[src/rtl/conv_window_scan_ctrl_pkg.sv]
// Shared definitions for the window-scan sequencer: default geometry,
// FSM state encoding and the {valid, last} tag carried down the delay line.
package conv_window_scan_ctrl_pkg;

  localparam int unsigned DEF_X_MAX      = 27;
  localparam int unsigned DEF_Y_MAX      = 27;
  localparam int unsigned DEF_STRIDE     = 1;
  localparam int unsigned DEF_NUM_MAPS   = 1;
  localparam int unsigned DEF_PIPE_DEPTH = 8;
  localparam int unsigned DEF_COORD_W    = 5;
  localparam int unsigned DEF_MAP_W      = 1;

  typedef enum logic [1:0] {
    ST_IDLE  = 2'd0,
    ST_SCAN  = 2'd1,
    ST_DRAIN = 2'd2
  } scan_state_t;

  typedef struct packed {
    logic valid;
    logic last;
  } rdy_tag_t;

endpackage

[src/rtl/conv_window_scan_ctrl_rdy_delay_line.sv]
// rdy_delay_line: DEPTH-stage shift register that carries the issue tag
// alongside the multiply-adder tree so it exits in step with the tree output.
// Ports:
//   clock    - rising-edge clock
//   reset    - asynchronous active-low clear of every stage
//   shift_en - advance all stages by one when high, hold when low
//   din      - tag entering at the tail
//   dout     - tag at the head (oldest entry)
module rdy_delay_line #(
  parameter int unsigned DEPTH = 8,
  parameter int unsigned WIDTH = 2
) (
  input  logic             clock,
  input  logic             reset,
  input  logic             shift_en,
  input  logic [WIDTH-1:0] din,
  output logic [WIDTH-1:0] dout
);

  logic [WIDTH-1:0] stage [DEPTH];

  always_ff @(posedge clock or negedge reset) begin
    if (!reset) begin
      for (int unsigned i = 0; i < DEPTH; i++) begin
        stage[i] <= '0;
      end
    end else if (shift_en) begin
      stage[0] <= din;
      for (int unsigned i = 1; i < DEPTH; i++) begin
        stage[i] <= stage[i-1];
      end
    end
  end

  assign dout = stage[DEPTH-1];

endmodule

[src/rtl/conv_window_scan_ctrl.sv]
// conv_window_scan_ctrl: sequencer for the multiply-adder tree. Scans window
// origins x-major over NUM_MAPS feature maps with step STRIDE, pauses on input
// buffer underrun or downstream stall, and delays a {valid, last} tag so that
// pixel_rdy / frame_done line up with the tree output.
// Ports:
//   clock       - rising-edge clock
//   reset       - asynchronous active-low reset
//   buffer_rdy  - input window buffer holds valid data this cycle
//   stall       - downstream hold; freezes counters and delay line
//   x_coord     - current window x origin
//   y_coord     - current window y origin
//   map_sel     - current feature-map index
//   coord_valid - coordinates issued to the tree this cycle
//   pixel_rdy   - valid data at the end of the tree pipeline
//   frame_done  - pulse with the final pixel_rdy of a frame
//   busy        - sequencer is not idle
module conv_window_scan_ctrl
  import conv_window_scan_ctrl_pkg::*;
#(
  parameter int unsigned X_MAX      = DEF_X_MAX,
  parameter int unsigned Y_MAX      = DEF_Y_MAX,
  parameter int unsigned STRIDE     = DEF_STRIDE,
  parameter int unsigned NUM_MAPS   = DEF_NUM_MAPS,
  parameter int unsigned PIPE_DEPTH = DEF_PIPE_DEPTH,
  parameter int unsigned COORD_W    = DEF_COORD_W,
  parameter int unsigned MAP_W      = DEF_MAP_W
) (
  input  logic               clock,
  input  logic               reset,
  input  logic               buffer_rdy,
  input  logic               stall,
  output logic [COORD_W-1:0] x_coord,
  output logic [COORD_W-1:0] y_coord,
  output logic [MAP_W-1:0]   map_sel,
  output logic               coord_valid,
  output logic               pixel_rdy,
  output logic               frame_done,
  output logic               busy
);

  localparam logic [COORD_W:0] STEP     = (COORD_W+1)'(STRIDE);
  localparam logic [COORD_W:0] X_LIMIT  = (COORD_W+1)'(X_MAX);
  localparam logic [COORD_W:0] Y_LIMIT  = (COORD_W+1)'(Y_MAX);
  localparam logic [MAP_W-1:0] MAP_LAST = MAP_W'(NUM_MAPS-1);

  scan_state_t state;

  // One extra bit on the sums so x+STRIDE past the coordinate width still
  // compares correctly against the limit.
  logic [COORD_W:0] x_sum;
  logic [COORD_W:0] y_sum;
  logic             x_wrap;
  logic             y_wrap;
  logic             map_wrap;
  logic             last_issue;

  rdy_tag_t                  tail_tag;
  rdy_tag_t                  head_tag;
  logic [$bits(rdy_tag_t)-1:0] head_bits;

  assign x_sum    = {1'b0, x_coord} + STEP;
  assign y_sum    = {1'b0, y_coord} + STEP;
  assign x_wrap   = (x_sum > X_LIMIT);
  assign y_wrap   = (y_sum > Y_LIMIT);
  assign map_wrap = (map_sel == MAP_LAST);

  assign coord_valid = (state == ST_SCAN) & buffer_rdy & ~stall;
  assign last_issue  = coord_valid & x_wrap & y_wrap & map_wrap;
  assign busy        = (state != ST_IDLE);

  always_ff @(posedge clock or negedge reset) begin
    if (!reset) begin
      state   <= ST_IDLE;
      x_coord <= '0;
      y_coord <= '0;
      map_sel <= '0;
    end else begin
      case (state)
        ST_IDLE: begin
          if (buffer_rdy) state <= ST_SCAN;
        end
        ST_SCAN: begin
          if (coord_valid) begin
            x_coord <= x_wrap ? '0 : x_sum[COORD_W-1:0];
            if (x_wrap) begin
              y_coord <= y_wrap ? '0 : y_sum[COORD_W-1:0];
              if (y_wrap) map_sel <= map_wrap ? '0 : map_sel + MAP_W'(1);
            end
            // All three counters wrap on the final issue, so IDLE/DRAIN
            // always see them at zero.
            if (last_issue) state <= ST_DRAIN;
          end
        end
        ST_DRAIN: begin
          if (frame_done) state <= ST_IDLE;
        end
        default: state <= ST_IDLE;
      endcase
    end
  end

  assign tail_tag = '{valid: coord_valid, last: last_issue};

  rdy_delay_line #(
    .DEPTH (PIPE_DEPTH),
    .WIDTH ($bits(rdy_tag_t))
  ) u_rdy_delay_line (
    .clock    (clock),
    .reset    (reset),
    .shift_en (~stall),
    .din      (tail_tag),
    .dout     (head_bits)
  );

  assign head_tag   = rdy_tag_t'(head_bits);
  assign pixel_rdy  = head_tag.valid & ~stall;
  assign frame_done = head_tag.valid & head_tag.last & ~stall;

endmodule

[config.mk]
export PLATFORM = sky130hd
export DESIGN_NAME = conv_window_scan_ctrl
export DESIGN_NICKNAME = d
export VERILOG_FILES = /design/src/rtl/conv_window_scan_ctrl_pkg.sv /design/src/rtl/conv_window_scan_ctrl_rdy_delay_line.sv /design/src/rtl/conv_window_scan_ctrl.sv
export SDC_FILE = /design/constraint.sdc
export NUM_CORES = 1
export LEC_CHECK = 0
export CAP_MARGIN = 30
export CORE_MARGIN = 2
export CORE_UTILIZATION = 46
export CTS_BUF_LIST = sky130_fd_sc_hd__clkbuf_2
export CTS_CLUSTER_SIZE = 8
export DETAILED_ROUTE_END_ITERATION = 7
export HOLD_SLACK_MARGIN = 0.06
export PLACE_DENSITY_LB_ADDON = 0.3
export RECOVER_POWER = 50
export SLEW_MARGIN = 10
export SYNTH_ARGS = -nofsm -noshare
export SYNTH_HDL_FRONTEND = slang
export SYNTH_SLANG_ARGS = --single-unit
[constraint.sdc]
create_clock -name clock -period 2.01 [get_ports clock]
set_input_delay 0.3015 -clock clock [delete_from_list [all_inputs] [get_ports clock]]
set_output_delay 0.3015 -clock clock [all_outputs]
set_load 0.01 [all_outputs]
# After elaboration in Yosys (flattened, before gate mapping)
# Cells that the tools add are included.
# word_totals
register_bits	29
out_inout_bits	15
elab_cells	47
in_bits	4
# classes
reduce_logical	6
n_lt_le_gt_ge	2
n_eq_ne	6
muxes	8
add_sub_neg	3
n_bitwise	10
# ops
operator	n
adder 5 x 1 -> 6 bit, second input constant	2
> comparator 6 x 5 -> 1 bit, second input constant	2
two-way mux 5 bit	2
AND 1 bit	8
two-way mux 2 bit	4
inequality test 2 bit, second input constant	4
AND reduction 4 bit	2
case mux 2 bit (3 select lines)	1
AND reduction 3 bit	1
== test 2 x 1 -> 1 bit, second input constant	1
== test 2 bit, second input constant	1
logical NOT 2 bit	1
NOT 1 bit	2
AND reduction 2 bit	1
nonzero test 2 bit	1
adder 1 bit, second input constant	1
two-way mux 1 bit	1

# Logic depth before layout (Yosys ltp)
# Gate-level depths: netlist of run 1.
# depth
ltp_word	9
ltp_mapped	6
ltp_nobuf	6

# Cells and area by module
# From an unflattened synthesis of run 1, not the netlist that was laid out.
# hier_totals
cells_unflattened	126
hier_area_um2	1477.7
# modules_own_cells
mod	seq_area_each_um2	cells_each	area_each_um2	n_inst
conv_window_scan_ctrl	300.3	90	813.3	1
rdy_delay_line	400.4	36	664.4	1

# Worst setup path before layout of run 1
# Ideal clock, no wire load.
# synth_timing
path_type	register to register
start	register x_coord[0]
end	register state[1]
path_slack_ps	346
arrival_time_ps	1543
path_buffers	0
period_less_slack_ps	1664
setup_ps	121
stages_incl_launch_ff	6
cell_sequence	dfrtp_1 ha_1 mux2_2 o211ai_1 nor3_1 o22a_1
# synth_between
elab_chain_cells	7
# synth_rtl
element	line_no	source
from (decl)	conv_window_scan_ctrl.sv:32	output logic [COORD_W-1:0] x_coord,
from (signal assigned)	conv_window_scan_ctrl.sv:84	x_coord <= x_wrap ? '0 : x_sum[COORD_W-1:0];
adder 5 x 1 -> 6 bit	conv_window_scan_ctrl.sv:61	assign x_sum = {1'b0, x_coord} + STEP;
> comparator 6 x 5 -> 1 bit	conv_window_scan_ctrl.sv:63	assign x_wrap = (x_sum > X_LIMIT);
AND 1 bit (3 in a row)	conv_window_scan_ctrl.sv:68	assign last_issue = coord_valid & x_wrap & y_wrap & map_wrap;
inequality test 2 bit (no source line)	n/a	
AND reduction 4 bit (no source line)	n/a	
to (signal assigned)	conv_window_scan_ctrl.sv:73	state <= ST_IDLE;
to (signal assigned)	conv_window_scan_ctrl.sv:80	if (buffer_rdy) state <= ST_SCAN;
to (signal assigned)	conv_window_scan_ctrl.sv:91	if (last_issue) state <= ST_DRAIN;
to (decl)	conv_window_scan_ctrl.sv:46	scan_state_t state;
# Every way passes these cells.
# A chain may end at the register's enable or synchronous reset.

# Worst setup path after layout of run 1
# layout_timing
start	register u_rdy_delay_line.stage (netlist bit u_rdy_delay_line.dout[1])
end	output frame_done
# layout_between
elab_chain_cells	2
# layout_rtl
element	line_no	source
from (decl)	conv_window_scan_ctrl_rdy_delay_line.sv:20	logic [WIDTH-1:0] stage [DEPTH];
from (signal, indexed assignment)	conv_window_scan_ctrl_rdy_delay_line.sv:30	stage[i] <= stage[i-1];
AND 1 bit (2 in a row)	conv_window_scan_ctrl.sv:117	assign frame_done = head_tag.valid & head_tag.last & ~stall;
to (decl)	conv_window_scan_ctrl.sv:37	output logic frame_done,
# Every way passes these cells.

==> results.py, run 1 <==
metrics = {
    "timing": {
        "setup_tns_ns": 0,
        "period_minus_slack_ns": 1.88,
        "clock_skew_ns": 0.00177,
        "slew_viol_final": 0,
        "rsz0062_at_grt": "no",
        "worst_pin_slew_ns": 1.46,
        "fin_ws_ns": 0.131,
        "fmax_mhz": 532,
        "worst_hold_slack_ns": 0.429,
        "relSlewSlack": 0.0296,
        "setup_viol": 0,
        "finalHoldViolations": 0,
        "finalCritPeriodShare": 0.935,
    },
    "synth": {
        "synth_common_cells": "dfrtp_1 (28), mux2_2 (16), nand2_1 (9), inv_1 (8), a21oi_1 (6)",
        "synth_top_area_cell": "dfrtp_1",
        "ys.flop_type": "dfrtp_1",
        "synth.area.top_cells": "dfrtp_1 (52%), mux2_2 (13%), ha_1 (3.7%)",
        "ys_types": 33,
        "postSynthCellCount": 119,
        "synth-seq-cells": 28,
        "synth_top_cell_area_share": 0.519,
        "yosysMostFrequentCell": "dfrtp_1",
        "synth_edf_count": 0,
        "syn-num-nets": 127,
        "synth_warnings": 0,
        "synthArstFlopShare": 1.00,
        "synth_area_sq_um": 1350,
        "postSynthAreaPerCell_sq_um": 11.4,
        "yosysSeqAreaShare": 0.519,
    },
    "power_and_ir_drop": {
        "seqPwrFrac": 0.498,
        "leakagePower_nw": 0.756,
        "internal_power_mw": 1.14,
        "comb_power_share": 0.387,
        "power.switching_uw": 625,
        "p_per_area_nw_per_um2": 1070,
        "netSwitchingFraction": 0.355,
        "finalPower_mw": 1.76,
        "clkPwrFrac": 0.115,
        "ir_worst_vdd_mv": 0.616,
    },
    "die": {
        "fp.dieW_microns": 58.2,
        "rows": 19,
        "fp.dieArea_sq_um": 3390,
        "start_util": 0.486,
        "core_sq_um": 2780,
        "ios": 19,
        "die_h_microns": 58.2,
    },
    "placement": {
        "place_hpwl_microns": 1790,
        "dp_slack_ns": 0.0357,
        "gp_congestion": 0.843,
        "portBuffers": 17,
        "dpl_cell_area_sq_um": 1610,
        "place_inst": 173,
    },
    "drt": {
        "wire_per_inst_microns": 13.4,
        "ant_nets": 0,
        "finalWirelength_microns": 2390,
        "via_count": 971,
        "drt_first_pass_iters": 4,
        "drc": 0,
        "vias_per_cell": 5.42,
        "drtIter0Drc": 46,
    },
    "layout": {
        "utilization": 0.592,
        "drive_gt1_frac": 0.236,
        "final_nets": 157,
        "stdcell_area_sq_um": 1650,
        "n_antenna_cell": 0,
        "fin_cells": 179,
        "area_growth_pct": 21.8,
    },
    "global_routing": {
        "gr-usage-met2": 0.245,
        "grt_pass1_vias": 893,
        "grt_pass1_wl_microns": 4060,
        "grt_start_max_net_pins": 29,
        "busiest_layer": "met2",
        "globalRouteMet1Util": 0.213,
        "grtUsageMet3": 0.0268,
        "grt_usage": 0.158,
        "grt-ovfl-total": 0,
        "antenna_found_initial": 0,
    },
    "clock_network": {
        "tritoncts": "yes",
        "clkTransAtPathRegs_ns": 0.25,
        "cts-root-buf": "clkbuf_2",
        "hold_buffers": 0,
        "numCtsBuffers": 3,
        "insertion_delay_ns": 0.35,
        "clock-sinks": 28,
        "clockBufferDepth": 2,
        "h-tree-depth": 1,
    },
    "worst_setup_path": {
        "worstPathMaxFanout": 2,
        "slowest_stage": "clkdlybuf4s50_1",
        "worstSetupPathType": "reg2out",
        "cpLargestDelayFamily": "buffers and inverters",
        "arrival_ns": 1.58,
        "cp_cell_sequence": "nor2b_1 -> and2_1 -> clkdlybuf4s50_1",
        "crit_path_end_kind": "output pin",
        "crit_buf_inv": 1,
        "required_ns": 1.71,
        "critPathLaunchType": "flip-flop",
        "slowest_delay_ns": 0.53,
    },
    "hold_path": {
        "hold_path.class": "in2reg",
    },
    "run": {
        "drv_cap": 0,
    },
    "run_status": {
        "status": "complete, no violations",
    },
}
## cells in the final DEF, fill, tap and decap left out
master	n
nor2b_1	1
nand2_1	9
buf_4	10
o211ai_1	3
a21oi_1	6
clkbuf_1	1
nand3b_1	1
mux2_2	16
o21ai_1	5
o22a_1	1
inv_1	8
dlygate4sd2_1	1
nor3_1	4
dlymetal6s2s_1	2
a22o_1	1
clkdlybuf4s50_1	13
or3_1	2
dfrtp_1	28
a31o_2	1
nor2_1	2
clkinv_1	1
o22ai_1	2
o21ai_0	3
clkbuf_2	3
a21boi_0	1
nand2b_1	2
o2111ai_4	1
dlygate4sd3_1	1
clkinv_4	1
ha_1	4
nand3b_4	1
a21boi_1	1
conb_1	1
and2b_2	1
and2_1	3
or2_2	1
nand3_1	5
mux2i_1	1
## power groups by stage
| stage | clock (mW) | sequential (mW) | combinational, mW |
|---|---|---|---|
| after floorplan | 0 | 0.889 | 0.362 |
| final | 0.202 | 0.878 | 0.683 |
| after CTS | 0.209 | 0.878 | 0.686 |
| after global placement | 0 | 0.875 | 0.657 |
| after global routing | 0.231 | 0.913 | 0.750 |
| after detailed placement | 0 | 0.893 | 0.678 |
## metal layers
layer  part of all wire  vias up  wire, microns
li1                   -      473              -
met1               0.47      482           1120
met2               0.49       12           1180
met3              0.026        4             61
met4              0.013        0             32
met5                  0        -              0
## cell families after synthesis
group | synth area share
buf+inv | 0.0407
mux | 0.141
fa+ha+maj | 0.0370
compound gates | 0.128
simple gates | 0.132
other cells | 0.00278
flops | 0.519
## cell type report
class                   count  area, sq um
fillers                   257         1140
flip-flops and latches     28          701
multi-input cells          79          596
well taps                  31         38.8
inverters                   9         38.8
clock inverters             1         3.75
clock buffers               3         15.0
repair buffers             28          253
## flip-flops by register name, summed over array words and instances, names as in the netlist
signal / count
state: 2
u_rdy_delay_line.dout: 2
u_rdy_delay_line.stage: 14
x_coord: 5
y_coord: 5
## worst paths after layout
path,depth (start not counted),to,startpoint,slack [ns]
min reg2reg,2,u_rdy_delay_line.stage[15],u_rdy_delay_line.stage[15],0.52
max,3,frame_done,u_rdy_delay_line.dout[1],0.13
max in group asynchronous,2,y_coord[3],reset,0.41
max reg2reg,6,state[1],x_coord[0],0.15
min,4,u_rdy_delay_line.stage[15],stall,0.43
min in group asynchronous,2,x_coord[0],reset,0.78
## tightest hold or removal path, cell delays in order
cell            delay (ns)
dlymetal6s2s_1        0.18
buf_4                 0.20
nand2_1               0.06
nand2_1               0.04
## repair_timing
item	in CTS	in global routing
pin swaps	0	1
setup buffers	1	1
endpoints found under the setup margin	1	6
gates resized for setup	1	2
Note: power is estimated with default switching activity, not from simulation.
==> run 2, diff against run 1 <==
CORE_MARGIN = 1.5   (was 2)
CTS_BUF_LIST = sky130_fd_sc_hd__clkbuf_4 sky130_fd_sc_hd__clkbuf_8 sky130_fd_sc_hd__clkbuf_16   (was sky130_fd_sc_hd__clkbuf_2)
clock period = 1.55 ns   (was 2.01 ns; I/O delays follow)
==> run 2 against run 1 <==
The run now ends with setup timing left; non-clock buffer count rose by 24; sequential power is 24% higher; total power rose by 66%; sequential cell count stayed put; first-iteration DRC count decreased by 41%; clock power rose by 140%; utilization increased by 11 points; count of clock-buffer cells in the layout stayed put; sequential share of layout area shrank 6.1 points; critical path type is now reg2reg; largest power group is now combinational logic.
==> results.py, run 2 (same netlist as run 1, synthesis figures left out) <==
metrics = {
    "power_and_ir_drop": {
        "finalPower_mw": 2.92,
        "ir_worst_vdd_mv": 1.08,
        "p_per_area_nw_per_um2": 1510,
        "leakagePower_nw": 0.924,
    },
    "timing": {
        "fmax_mhz": 635,
        "rsz0062_at_grt": "yes",
        "finalHoldViolations": 0,
        "finalCritPeriodShare": 1.02,
        "worst_pin_slew_ns": 0.666,
        "relSlewSlack": 0.556,
        "clock_skew_ns": 0.00678,
        "fin_ws_ns": -0.0253,
        "setup_viol": 2,
        "slew_viol_final": 0,
        "period_minus_slack_ns": 1.58,
    },
    "die": {
        "rows": 19,
        "ios": 19,
        "fp.dieW_microns": 57.2,
        "die_h_microns": 57.2,
        "core_sq_um": 2780,
        "fp.dieArea_sq_um": 3270,
        "start_util": 0.486,
    },
    "clock_network": {
        "clkTransAtPathRegs_ns": 0.15,
        "clock-sinks": 28,
        "tritoncts": "yes",
        "clockBufferDepth": 2,
        "h-tree-depth": 1,
        "numCtsBuffers": 3,
        "cts-root-buf": "clkbuf_4",
        "insertion_delay_ns": 0.34,
    },
    "global_routing": {
        "busiest_layer": "met2",
        "grtUsageMet3": 0.0408,
        "antenna_found_initial": 0,
        "grt_pass1_vias": 1119,
        "grt_pass1_wl_microns": 4910,
        "globalRouteMet1Util": 0.241,
        "grt-ovfl-total": 0,
        "grt_usage": 0.198,
        "gr-usage-met2": 0.332,
        "grt_start_max_net_pins": 29,
    },
    "drt": {
        "ant_nets": 0,
        "vias_per_cell": 5.23,
        "finalWirelength_microns": 2850,
        "drtIter0Drc": 27,
        "wire_per_inst_microns": 14.0,
        "drc": 0,
        "via_count": 1062,
        "drt_first_pass_iters": 4,
    },
    "hold_path": {
        "hold_path.class": "in2async",
    },
    "placement": {
        "portBuffers": 17,
        "dp_slack_ns": -0.277,
        "place_inst": 182,
        "gp_congestion": 0.807,
        "place_hpwl_microns": 1850,
    },
    "run_status": {
        "status": "finished with violations",
        "violations": "setup timing",
    },
    "layout": {
        "drive_gt1_frac": 0.465,
        "largest_reg_flops": 14,
        "final_nets": 181,
        "area_growth_pct": 43.5,
        "reg_top3": "u_rdy_delay_line.stage x14, x_coord x5, y_coord x5",
        "num-fill-cells": 209,
        "regMostFlops": "u_rdy_delay_line.stage",
        "final_cell_mix": "buf_4 (31), dfrtp_1 (23), mux2_2 (15), nand2_1 (9), inv_1 (8)",
        "n_antenna_cell": 0,
        "fin_cells": 203,
        "final_common_cell": "buf_4",
    },
    "worst_setup_path": {
        "ff2ff_path_depth": 5,
        "crit_path_end_kind": "flip-flop",
        "worstSetupPathType": "reg2reg",
        "arrival_ns": 1.86,
        "rr_endpoint": "y_coord[4]",
        "worstPathMaxFanout": 7,
        "regToRegSetupSlack_ns": -0.03,
        "rr_startpoint": "x_coord[1]",
        "required_ns": 1.84,
        "critPathLaunchType": "flip-flop",
    },
    "run": {
        "drv_cap": 0,
    },
}
run 2: worst max-delay path: stages (launching register included):
cell	delay [ns]
dfrtp_2	0.46
ha_4	0.19
mux2_4	0.22
o2111ai_4	0.16
or3_4	0.44
o21ai_2	0.06
run 2: stage by stage:
stage	util	area, sq um	TNS, ns	hold slack, ns
2_1_floorplan	-	1370	-0.0156	-0.0631
3_3_place_gp	0.612	1700	-1.65	0.428
3_5_place_dp	0.612	1700	-2.01	0.441
4_1_cts	0.680	1890	-0.0138	0.256
5_1_grt	0.697	1940	-0.871	0.519
6_report	0.697	1940	-0.0425	0.439
run 2: worst max path at each step:
stage,to,from,slack (ns)
floorplan,state[1],y_coord[1],-0.02
global placement,coord_valid,buffer_rdy,-0.27
detailed placement,coord_valid,buffer_rdy,-0.28
CTS,state[1],x_coord[1],-0.01
global route,x_coord[2],x_coord[0],-0.11
finish,y_coord[4],x_coord[1],-0.03
run 2: area by class of cell:
class	count	area, sq um	share of cell area
clock buffers	3	22.5	0.0116
clock inverters	1	30.0	0.0155
inverters	9	38.8	0.0200
multi-input cells	79	674	0.348
flip-flops and latches	28	707	0.365
well taps	31	38.8	0.0200
repair buffers	52	428	0.221
run 2: what timing repair did:
item / 4_1_cts / 5_1_grt
hold endpoints to repair: 0 / 0
hold buffers: 0 / 0
pin swaps: 9 / 4
setup buffers: 15 / 2
gates resized for setup: 27 / 12
setup endpoints to repair: 24 / 18
run 2: routing by layer:
metal	wire, microns	vias to the layer above
li1	-	519
met1	1230	525
met2	1490	13
met3	72	5
met4	56	0
met5	0	-
run 2: power breakdown:
| part | total (mW) | internal (mW) | leakage (nW) | switching, mW |
|---|---|---|---|---|
| sequential | 1.09 | 0.941 | 0.349 | 0.151 |
| combinational | 1.35 | 0.762 | 0.547 | 0.586 |
| clock | 0.481 | 0.262 | 0.0279 | 0.219 |
